## config.mk

```make
export PLATFORM = sky130hd
export DESIGN_NAME = csa_pipe_adder
export DESIGN_NICKNAME = d
export VERILOG_FILES = /design/src/rtl/csa_pipe_adder.sv
export SDC_FILE = /design/constraint.sdc
export NUM_CORES = 1
export LEC_CHECK = 0
export CAP_MARGIN = 20
export CORE_ASPECT_RATIO = 0.6
export CORE_MARGIN = 2
export CORE_UTILIZATION = 35
export CTS_CLUSTER_DIAMETER = 40
export DETAILED_ROUTE_END_ITERATION = 10
export GPL_TIMING_DRIVEN = 0
export SYNTH_ARGS = -nofsm -noshare
export SYNTH_HDL_FRONTEND = slang
export SYNTH_SLANG_ARGS = --single-unit
```

## constraint.sdc

```tcl
create_clock -name i_clk -period 3.58 [get_ports i_clk]
set_input_delay 0.537 -clock i_clk [delete_from_list [all_inputs] [get_ports i_clk]]
set_output_delay 0.537 -clock i_clk [all_outputs]
set_load 0.01 [all_outputs]
```

## src/rtl/csa_pipe_adder.sv

```systemverilog
// csa_pipe_adder: parametrised pipelined carry-select adder with per-stage valid/ready backpressure.
// Define CSA_PIPE_OVF_EN to add the registered signed-overflow output o_overflow.
module csa_pipe_adder #(
  parameter int WIDTH  = 46,
  parameter int BLOCK  = 4,
  parameter int STAGES = 3
) (
  input  logic             i_clk,
  input  logic             i_rst,
  input  logic             i_valid,
  output logic             o_ready,
  input  logic [WIDTH-1:0] i_add_term1,
  input  logic [WIDTH-1:0] i_add_term2,
  input  logic             i_cin,
  output logic             o_valid,
  input  logic             i_ready,
  output logic [WIDTH-1:0] o_sum,
  output logic             o_cout
`ifdef CSA_PIPE_OVF_EN
  ,
  output logic             o_overflow
`endif
);
  localparam int NSEG = (WIDTH + BLOCK - 1) / BLOCK;
  localparam int SPS  = (NSEG + STAGES - 1) / STAGES;
  localparam int TOPW = WIDTH - (NSEG - 1) * BLOCK;
  localparam logic [BLOCK-1:0] TOPM = {BLOCK{1'b1}} >> (BLOCK - TOPW);
  if (WIDTH < 2 || BLOCK < 1 || BLOCK > WIDTH || STAGES < 1 || STAGES > NSEG) begin : g_bad_params
    $error("csa_pipe_adder: illegal WIDTH/BLOCK/STAGES combination");
  end
  logic [STAGES-1:0] v, ld, c_r, in_c, in_v, nx_c;
  logic [WIDTH-1:0]  a_r [STAGES];
  logic [WIDTH-1:0]  b_r [STAGES];
  logic [WIDTH-1:0]  s_r [STAGES];
  logic [WIDTH-1:0]  in_a [STAGES];
  logic [WIDTH-1:0]  in_b [STAGES];
  logic [WIDTH-1:0]  in_s [STAGES];
  logic [WIDTH-1:0]  nx_s [STAGES];
  // A stage is blocked only if it and every stage after it are full and the sink stalls.
  always_comb begin
    logic full;
    ld = '0;
    full = !i_ready;
    for (int k = STAGES - 1; k >= 0; k--) begin
      full = full && v[k];
      ld[k] = !full;
    end
  end
  always_comb begin
    logic c;
    logic [BLOCK-1:0] am, bm, m;
    logic [BLOCK:0] s0, s1, s;
    c = 1'b0;
    am = '0;
    bm = '0;
    m = '0;
    s0 = '0;
    s1 = '0;
    s = '0;
    for (int k = 0; k < STAGES; k++) begin
      in_a[k] = k == 0 ? i_add_term1 : a_r[k == 0 ? 0 : k - 1];
      in_b[k] = k == 0 ? i_add_term2 : b_r[k == 0 ? 0 : k - 1];
      in_s[k] = k == 0 ? '0 : s_r[k == 0 ? 0 : k - 1];
      in_c[k] = k == 0 ? i_cin : c_r[k == 0 ? 0 : k - 1];
      in_v[k] = k == 0 ? i_valid : v[k == 0 ? 0 : k - 1];
      nx_s[k] = in_s[k];
      c = in_c[k];
      for (int j = 0; j < NSEG; j++) begin
        if (j / SPS == k) begin
          m = j == NSEG - 1 ? TOPM : '1;
          am = BLOCK'(in_a[k] >> (j * BLOCK)) & m;
          bm = BLOCK'(in_b[k] >> (j * BLOCK)) & m;
          s0 = {1'b0, am} + {1'b0, bm};
          s1 = s0 + (BLOCK + 1)'(1);
          s = j == 0 ? s0 + (BLOCK + 1)'(c) : (c ? s1 : s0);
          nx_s[k] = (nx_s[k] & ~(WIDTH'(m) << (j * BLOCK))) | (WIDTH'(s[BLOCK-1:0] & m) << (j * BLOCK));
          c = j == NSEG - 1 ? s[TOPW] : s[BLOCK];
        end
      end
      nx_c[k] = c;
    end
  end
  // Data registers only move on real transactions so outputs stay quiet across bubbles.
  always_ff @(posedge i_clk) begin
    for (int k = 0; k < STAGES; k++) begin
      if (i_rst) begin
        v[k] <= 1'b0;
        a_r[k] <= '0;
        b_r[k] <= '0;
        s_r[k] <= '0;
        c_r[k] <= 1'b0;
      end else begin
        if (ld[k]) v[k] <= in_v[k];
        if (ld[k] && in_v[k]) begin
          a_r[k] <= in_a[k];
          b_r[k] <= in_b[k];
          s_r[k] <= nx_s[k];
          c_r[k] <= nx_c[k];
        end
      end
    end
  end
  assign o_ready = ld[0];
  assign o_valid = v[STAGES-1];
  assign o_sum = s_r[STAGES-1];
  assign o_cout = c_r[STAGES-1];
`ifdef CSA_PIPE_OVF_EN
  assign o_overflow = a_r[STAGES-1][WIDTH-1] ^ b_r[STAGES-1][WIDTH-1] ^ s_r[STAGES-1][WIDTH-1] ^ c_r[STAGES-1];
`endif
endmodule

```

==> run summary <==
Outcome = complete, no violations
Reg clk slew, reported paths = 0.07 ns
Critical path class = flip-flop to flip-flop
Core Region = 26190 um2
CTS tree = done
Place WS = -0.4131 ns
Die width = 214.0 um
CP Max Fanout = 7
Syn Inst Count = 701
Metal-1 WL = 9243 um
Slowest stage delay, CP = 0.54 ns
Yosys Warn Count = 0
Fin cells = 1242
Longest Clk Path Bufs = 2
Fin worst setup slack = 0.2485 ns
Initial Util = 35.38%
Crit path top cell by count = ha_1
Clock buffers created by TritonCTS = 17
Pin count of the biggest net entering global routing = 62
Number of synthesized flops with an enable pin = 182
Max cap viols = 0
Die ar. = 27830 um2
I/O Pins = 146
Seq pwr share = 50.4%
Met3 wire len = 673 um
Maximum VDD drop = 0.0002722 V
Root Buffer = clkbuf_16
Vias = 5534
HP Class = flip-flop to flip-flop
Avg Synthesized Cell Area = 13.22 um2
Pleak = 4.679 nW
Worst rel slew slack = 40.74%
Critical Path End Type = flip-flop
Min Tclk post-route = 3.332 ns
Top_reg_cell synth = edfxtp_1
Die Y = 130.0 um
Layout net count = 1032
Layout Skew = 0.01303 ns
Finished Cell Area = 11800 um2
Drt wl/cell = 14.84 um
Vias in the first global route = 5393
First-pass iteration count of the detailed router = 4
Sequential share of the synthesized area = 60.28%
Fmax = 300.2 MHz
Cell area after placement = 11220 um2
Share of cells above drive strength 1 = 5.455%
H-tree depth = 4
Vias per inst = 4.456
Remaining Overflow, GRT = 0
RSZ-0062 raised after global routing = false
Top layer in use = met4
Netlist cell types = 50
Final setup vio count = 0
WP data required = 3.85 ns
Total track usage = 13.84%
Global-route wire length before repair = 29040 um
Int Power = 3.926 mW
Combinational Power Share = 14.7%
Final core occ = 45.05%
Min Hold Slack = 0.5100 ns
Switching power = 1.258 mW
Slew Limit Fails = 0
Total setup buffers inserted after CTS = 0
Placed Cells = 1208
Startpoint types = flip-flop
Area Growth Syn to Fin = 27.33%
Row Count = 46
Dpl hpwl = 13350 um
Setup TNS = 0 ns
Slowest-stage cell, CP = fa_1
Slew @ Worst Pin = 0.8884 ns
Most common cell after layout, fill and taps aside = edfxtp_1
Wire length on met2 = 8348 um
Iter 0 DRT Violations = 324
Arrival time at the worst endpoint = 3.60 ns
Clk_lat worst skew = 0.44 ns
CTS sink cnt = 188
Final cycle utilization of the critical path = 93.06%
Drt drc = 0
Asr flop ratio synth = 0%
Commonest cells after routing, fill and taps aside = edfxtp_1, clkdlybuf4s50_1, and2_1
Clk pwr share = 34.9%
Gp weighted congestion = 0.7591
Total power = 5.184 mW
Worst-path cell chain = ha_1 -> fa_1 -> ha_1 -> nand2_1 -> nor4_1 -> mux2i_1 -> a311oi_2 -> xnor2_2 -> a21boi_2 -> or3_1 -> a21oi_1
Mapped Area = 9265 um2
#FFs+latches synth = 188
Detail Route Antenna Nets = 0
Final hold violations = 0
Syn nets = 866
Switching Fraction = 24.27%
Port bufs = 145
WL final = 18430 um
Initial antenna violation count = 0
P per Cell Area = 439.4 nW/um2
## cell families (layout without fill, tap and decap cells)
logic type	after synthesis	in the layout	share of synthesized area, %
DFF	188	188	60.28
and+or+nand+nor	255	255	15.69
adders and majority gates	68	68	10.24
other	0	2	0
AOI/OAI and AO/OA	78	78	5.604
muxes	12	12	1.296
buffers and inverters	51	230	2.093
xor gates and xnor gates	49	49	4.794
## area by class of cell
cell class	count	area [um2]
Timing Repair Buffer	147	1491
Tap cell	360	450.4
Fill cell	2411	14390
Buffer	24	92.59
Inverter	27	101.3
Clock buffer	22	454.2
Multi-Input combinational cell	462	3525
Antenna cell	2	5.005
Sequential cell	188	5585
Clock inverter	10	92.59
## power groups by stage
| stage | Combinational [mW] | Sequential (mW) | Clock (mW) |
|---|---|---|---|
| after global routing | 0.856 | 2.63 | 1.95 |
| after CTS | 0.769 | 2.62 | 1.86 |
| after detailed placement | 0.764 | 2.66 | 0 |
| after global placement | 0.743 | 2.67 | 0 |
| final | 0.760 | 2.61 | 1.81 |
| after floorplan | 0.450 | 2.67 | 0 |
## routing by layer
metal	vias up	global-route usage (%)
met5	-	0
met4	0	3.867
met3	15	3.380
met2	96	22.36
met1	2593	18.77
li1	2830	-
## final timing paths
kind / startpoint / to / slack [ns] / cells after the start
worst max register to register: a_r[1][32] / s_r[2][44] / 0.25 / 11
worst max-delay path: a_r[1][32] / s_r[2][44] / 0.25 / 11
worst min-delay path: s_r[1][25] / s_r[2][25] / 0.51 / 1
worst min register to register: s_r[1][25] / s_r[2][25] / 0.51 / 1
## synthesized netlist by cell type (2+ instances only)
cell type    n  area [um2]
inv_1       27       101.4
nand4_1     10       62.56
nand2b_1     5       31.28
dfxtp_1      6       120.1
a21o_1      21       157.7
a21boi_1     2       15.01
xnor2_2      2       32.53
o21a_1       2       15.01
nand2_1     13       48.80
edfxtp_1   182        5465
xor2_1      22       192.7
o32ai_1      2       17.52
mux2i_1     12       120.1
nor2b_1      6       37.54
or3_1        3       18.77
a21oi_1     28       140.1
nor2_1      47       176.4
ha_1        55       688.2
fa_1        13       260.3
clkbuf_1    22       82.58
nand4b_1     4       35.03
o21ai_1      3       15.01
and2_1     138       863.3
nand3_1     10       50.05
and3_1       5       31.28
nor3_1       6       30.03
o21ai_0      5       25.02
buf_2        2       10.01
or2_2        3       18.77
xnor2_1     25       219.0
## state kept, by name, indices dropped and copies added (netlist names)
| signal | count |
|---|---|
| v | 3 |
| s_r | 94 |
| a_r | 44 |
| b_r | 44 |
| c_r | 3 |
## what timing repair did
item,in CTS,in global routing
hold buffers,0,0
gates resized for setup,0,4
endpoints found under the setup margin,0,8
## critical path, delay by kind of cell (launching register included)
kind / cells / cell delay, ns
adder cells (fa/ha/maj): 3 / 0.97
AND/OR/NAND/NOR: 3 / 0.68
XOR/XNOR: 1 / 0.26
AO/OA/AOI/OAI: 3 / 0.72
multiplexers: 1 / 0.17
flip-flops: 1 / 0.37
(Power assumes the default switching activity.)
==> variant 1: new RTL, config.mk and constraints unchanged <==
The option `CSA_PIPE_OVF_EN` is turned on by a define.
--- a/src/rtl/csa_pipe_adder.sv
+++ b/src/rtl/csa_pipe_adder.sv
@@ -1,5 +1,7 @@
 // csa_pipe_adder: parametrised pipelined carry-select adder with per-stage valid/ready backpressure.
 // Define CSA_PIPE_OVF_EN to add the registered signed-overflow output o_overflow.
+`define CSA_PIPE_OVF_EN
+
 module csa_pipe_adder #(
   parameter int WIDTH  = 46,
   parameter int BLOCK  = 4,
Function (old outputs only; new: o_overflow): no difference found for any inputs over 4 cycles, from zero or initial values and one cycle with i_rst high; that may be too few to reach the edited logic, so the function may still have changed.
==> variant 1 against the original RTL <==
  * Clock skew is 0.0044 ns lower
  * Final area is 2.4% higher
  * Critical path type unchanged
  * Total power is 6.4% higher
  * Critical path depth is 1 higher
  * Hold slack better by 0.0048 ns
  * Wire length is 3.2% higher
  * Setup slack worse by 0.12 ns
  * Area after synthesis is 1.1% higher
  * Sequential cell count is 2 higher
  * Non-clock buffer count is 2 higher
  * Clock power is 15% higher
==> variant 1: results (changes against the original RTL) <==
Setup path
  • CP delay by family, top: simple AND/OR/NAND/NOR gates
  • Setup crit end: c_r[1]$_SDFFE_PP0P_
  • Arr. time, crit path: 3.80 ns (+0.20 ns)
  • Reg2Reg Depth: 12 (+1)
  • R2R setup slack: 0.13 ns (-0.12 ns)
  • R2r startpoint: a_r[0][16]$_SDFFCE_PN0P_
  • Critical path startpoint category: flop
  • CP max FO: 6 (-1)
  • Worst R2R End: c_r[1]$_SDFFE_PP0P_

Synth
  • Synth top cells by count: edfxtp_1, and2_1, ha_1
  • Dominant cells by area after synthesis: edfxtp_1, and2_1, ha_1
  • Seq cells post-synth: 190 (+1.1%)
  • Synth Area in Compound Gates: 5.83% (+0.23 points)
  • Syn Nets: 879 (+1.5%)
  • Seq/Total Area, Yosys: 60.2% (about the same)
  • Post-synth top area share: 59.0% (about the same)
  • Unique masters post-synth: 55 (+10%)
  • Post-Syn Instances: 714 (+1.9%)
  • Number of synthesized flops with an enable pin: 184 (+1.1%)
  • Post-synthesis mux area share: 0.854% (-0.44 points)
  • Post-Synthesis Cell Area: 9370 um2 (+1.1%)

Route
  • Post-Route WL: 19.0 mm (+3.2%)
  • WL met2: 8.47 mm (+1.5%)
  • Met3 WL: 684 um (+1.6%)
  • Routed WL per cell: 15.1 um (+2.0%)
  • Initial DRC Count: 226 (-30%)
  • Routed metal-1 wirelength: 9.60 mm (+3.8%)

GRT
  • GRT Total Usage: 13.8% (-0.030 points)
  • Met1 usage: 19.4% (+0.61 points)
  • Pin count of the biggest net entering global routing: 61 (-1.6%)
  • GR Util met3: 3.38% (about the same)
  • Vias in the first global route: 5454 (+1.1%)
  • First-pass GRT wire length: 29.4 mm (+1.3%)
  • Antenna violations before repair: 1 (+1)
  • Met2 GRT Util: 21.3% (-1.0 points)

Clock tree
  • Post-CTS setup buffer count: 3 (+3)

Final layout
  • Signal inverters: 32 (+19%)
  • Top Registers: s_r: 94 flops, a_r: 45 flops, b_r: 45 flops
  • Sequential cell area: 5650 um2 (+1.1%)
  • Clock buffers: 18 (-18%)
  • Multi-input gates: 470 (+1.7%)
  • Fillers: 2449 (+1.6%)
  • Plain + repair buffers: 173 (+1.2%)
  • Clk tree area frac: 5.28% (+0.65 points)
  • Fraction of area in multi-input gates: 29.8% (-0.069 points)
  • Fraction of cell area in non-clock buffers: 13.4% (about the same)
  • Synth-to-layout area growth: 28.9%
  • Layout cells sized above 1: 6.48% (+1.0 points)
  • Inserted Diodes: 1 (-1)
  • # nets final: 1049 (+1.6%)

STA
  • Slew at the pin closest to its max-slew limit: 0.962 ns (+0.0737 ns)
  • Clock skew: 0.00865 ns (-0.00438 ns)
  • Tcrit/Tclk final: 96.3% (+3.2 points)

Power and ir drop
  • Logic pwr share: 14.3% (-0.4 points)
  • Clk power: 2.08 mW (+15%)
  • Peak VDD IR: 0.250 mV (-8.1%)

Status
  • Status: finished, final reports clean

Placed design
  • Place WS: -0.352 ns (+0.0609 ns)
  • Dpl hpwl: 14.2 mm (+6.6%)
  • Global placer's final weighted congestion: 0.789 (+3.9%)
variant 1: cell types whose count changed in the layout (fill, tap and decap cells not counted), moves of 5 or more:
cell | before | now
clkbuf_1 | 26 | 21
nand3_1 | 10 | 15
xor2_1 | 22 | 17
xnor2_1 | 24 | 31
variant 1: worst min-delay path by stage:
stage                     slack (ns)                  endpoint  depth (start not counted)                     start
after floorplan                 0.48         v[1]$_SDFFE_PP0N_                          2         v[0]$_SDFFE_PP0N_
after global placement          0.50  b_r[1][45]$_SDFFCE_PN0P_                          1  b_r[0][45]$_SDFFCE_PN0P_
after detailed placement        0.50   s_r[1][0]$_SDFFCE_PN0P_                          1   s_r[0][0]$_SDFFCE_PN0P_
after CTS                       0.50         v[1]$_SDFFE_PP0N_                          2                     i_rst
after global routing            0.52         v[1]$_SDFFE_PP0N_                          2                     i_rst
final                           0.51  s_r[2][21]$_SDFFCE_PN0P_                          1  s_r[1][21]$_SDFFCE_PN0P_
==> variant 2: new RTL, same flow settings <==
Made on the original files. Change the parameter `WIDTH` from 46 to 92.
--- a/src/rtl/csa_pipe_adder.sv
+++ b/src/rtl/csa_pipe_adder.sv
@@ -1,7 +1,7 @@
 // csa_pipe_adder: parametrised pipelined carry-select adder with per-stage valid/ready backpressure.
 // Define CSA_PIPE_OVF_EN to add the registered signed-overflow output o_overflow.
 module csa_pipe_adder #(
-  parameter int WIDTH  = 46,
+  parameter int WIDTH  = 92,
   parameter int BLOCK  = 4,
   parameter int STAGES = 3
 ) (
Interface: changed (resized i_add_term1, i_add_term2 and o_sum); port bits go from 146 to 284. No check against the original RTL was run, so the function may have changed too.
==> variant 2 against the original RTL <==
  * The run now ends with negative setup slack left
  * Final area up 110%
  * Setup slack worse by 1.2 ns
  * Global-route usage up 0.90 points
  * Area after synthesis up 96%
  * Non-clock buffer count up 202
  * Wire length up 120%
  * Sequential cell count up 182
  * Total power up 120%
==> variant 2: results (changes against the original RTL) <==
STA
  • Final WS setup: -0.995 ns (-1.24 ns)
  • Final setup fails: 36 (+36)
  • Setup TNS Final: -16.08 ns (-16.08 ns)

GRT
  • Antenna violations before repair: 1 (+1)
  • Met1 usage: 20.3% (+1.5 points)
  • Met2 GRT Util: 23.3% (+0.91 points)
  • GRT Total Usage: 14.7% (+0.90 points)

Placed design
  • Dpl hpwl: 29.8 mm (+120%)
  • I/O Buffers: 283 (+95%)
  • Global placer's final weighted congestion: 0.805 (+6.1%)

Synth
  • Dominant cells by area after synthesis: edfxtp_1, and2_1, ha_1
  • Number of synthesized flops with an enable pin: 364 (+100%)
  • Unique masters post-synth: 53 (+6.0%)

Status
  • Failing checks: negative setup slack
  • Status: finished with violations

Route
  • Post-Route WL: 40.1 mm (+120%)
  • Via density: 4.54 (+1.9%)
  • Initial DRC Count: 504 (+56%)

Power and ir drop
  • Leakage: 9.66 nW (+110%)
  • Peak VDD IR: 0.288 mV (+5.6%)

Clock tree
  • H-tree Lvls: 2 (-2)
  • CTS buffer count: 45 (+28)

Setup path
  • Reg2Reg Depth: 16 (+5)
  • R2r startpoint: a_r[0][32]$_SDFFCE_PN0P_
  • CP max FO: 8 (+1)

Worst hold path
  • Worst Hold End: s_r[2][59]$_SDFFCE_PN0P_

Final layout
  • # nets final: 2035 (+97%)
  • Top Registers: s_r: 188 flops, a_r: 88 flops, b_r: 88 flops
==> variant 2: what timing repair did <==
item / CTS / global route
buffers inserted: 27 / 13
endpoints found under the setup margin: 45 / 43
gates resized for setup: 60 / 31
hold endpoints to repair: 0 / 0
pin swaps: 36 / 25
cloned: 0 / 0
==> variant 2: cell type report <==
cell class,instances,area (um2),area share (%)
clock buffer,54,1190,4.89
multi-input combinational,907,7390,30.3
sequential,370,11100,45.3
buffer,45,176,0.724
inverter,12,52.6,0.216
clock inverter,30,344,1.41
timing repair buffer,328,3300,13.5
tap,693,867,3.56
antenna,1,2.50,0.0103
==> variant 2: through the flow <==
step	worst slack [ns]	total power, mW	hold slack (ns)	cell area, um2
final	-0.995	11.5	0.509	24400
after global routing	-1.14	12.0	0.531	24400
after CTS	-0.981	11.6	0.508	24100
after detailed placement	-1.65	6.83	0.499	22200
after global placement	-1.96	6.80	0.478	22000
after floorplan	-0.736	6.20	0.458	18300
==> variant 2: report_power, final <==
group          switching [mW]  internal (mW)  total (mW)
Clock                    1.89           2.74        4.62
Sequential             0.0878           5.08        5.17
Combinational           0.843          0.853        1.70
==> variant 2: kinds of logic after synthesis <==
logic type | synth area share (%)
AOI/OAI and AO/OA | 4.56
xor gates and xnor gates | 5.62
adders and majority gates | 10.4
buffers and inverters | 1.22
DFF | 60.9
muxes | 1.83
and+or+nand+nor | 15.5
==> variant 2: how the worst max path moves through the flow <==
stage | startpoint | cells past startpoint | to | slack, ns
finish | a_r[0][32]$_SDFFCE_PN0P_ | 16 | s_r[1][61]$_SDFFCE_PN0P_ | -0.99
global placement | i_rst | 4 | c_r[2]$_SDFFE_PP0P_ | -1.96
global route | a_r[0][32]$_SDFFCE_PN0P_ | 18 | s_r[1][59]$_SDFFCE_PN0P_ | -1.14
floorplan | b_r[0][32]$_SDFFCE_PN0P_ | 15 | s_r[1][61]$_SDFFCE_PN0P_ | -0.74
detailed placement | i_cin | 17 | s_r[0][29]$_SDFFCE_PN0P_ | -1.65
CTS | b_r[0][32]$_SDFFCE_PN0P_ | 16 | s_r[1][61]$_SDFFCE_PN0P_ | -0.98
==> variant 2: layer usage <==
layer	wire, um	share of wire [%]
met4	1480	3.7
met3	1500	3.7
met1	19100	47
met2	18100	45
met5	0	0
==> variant 2: worst max-delay path, delay by kind of cell, from the launching register on <==
| kind | cells | cell delay, ns |
|---|---|---|
| buf+inv | 1 | 0.17 |
| flops | 1 | 0.39 |
| xor+xnor | 1 | 0.20 |
| compound gates | 1 | 0.38 |
| mux | 4 | 1.07 |
| fa+ha+maj | 3 | 0.90 |
| simple gates | 6 | 1.18 |
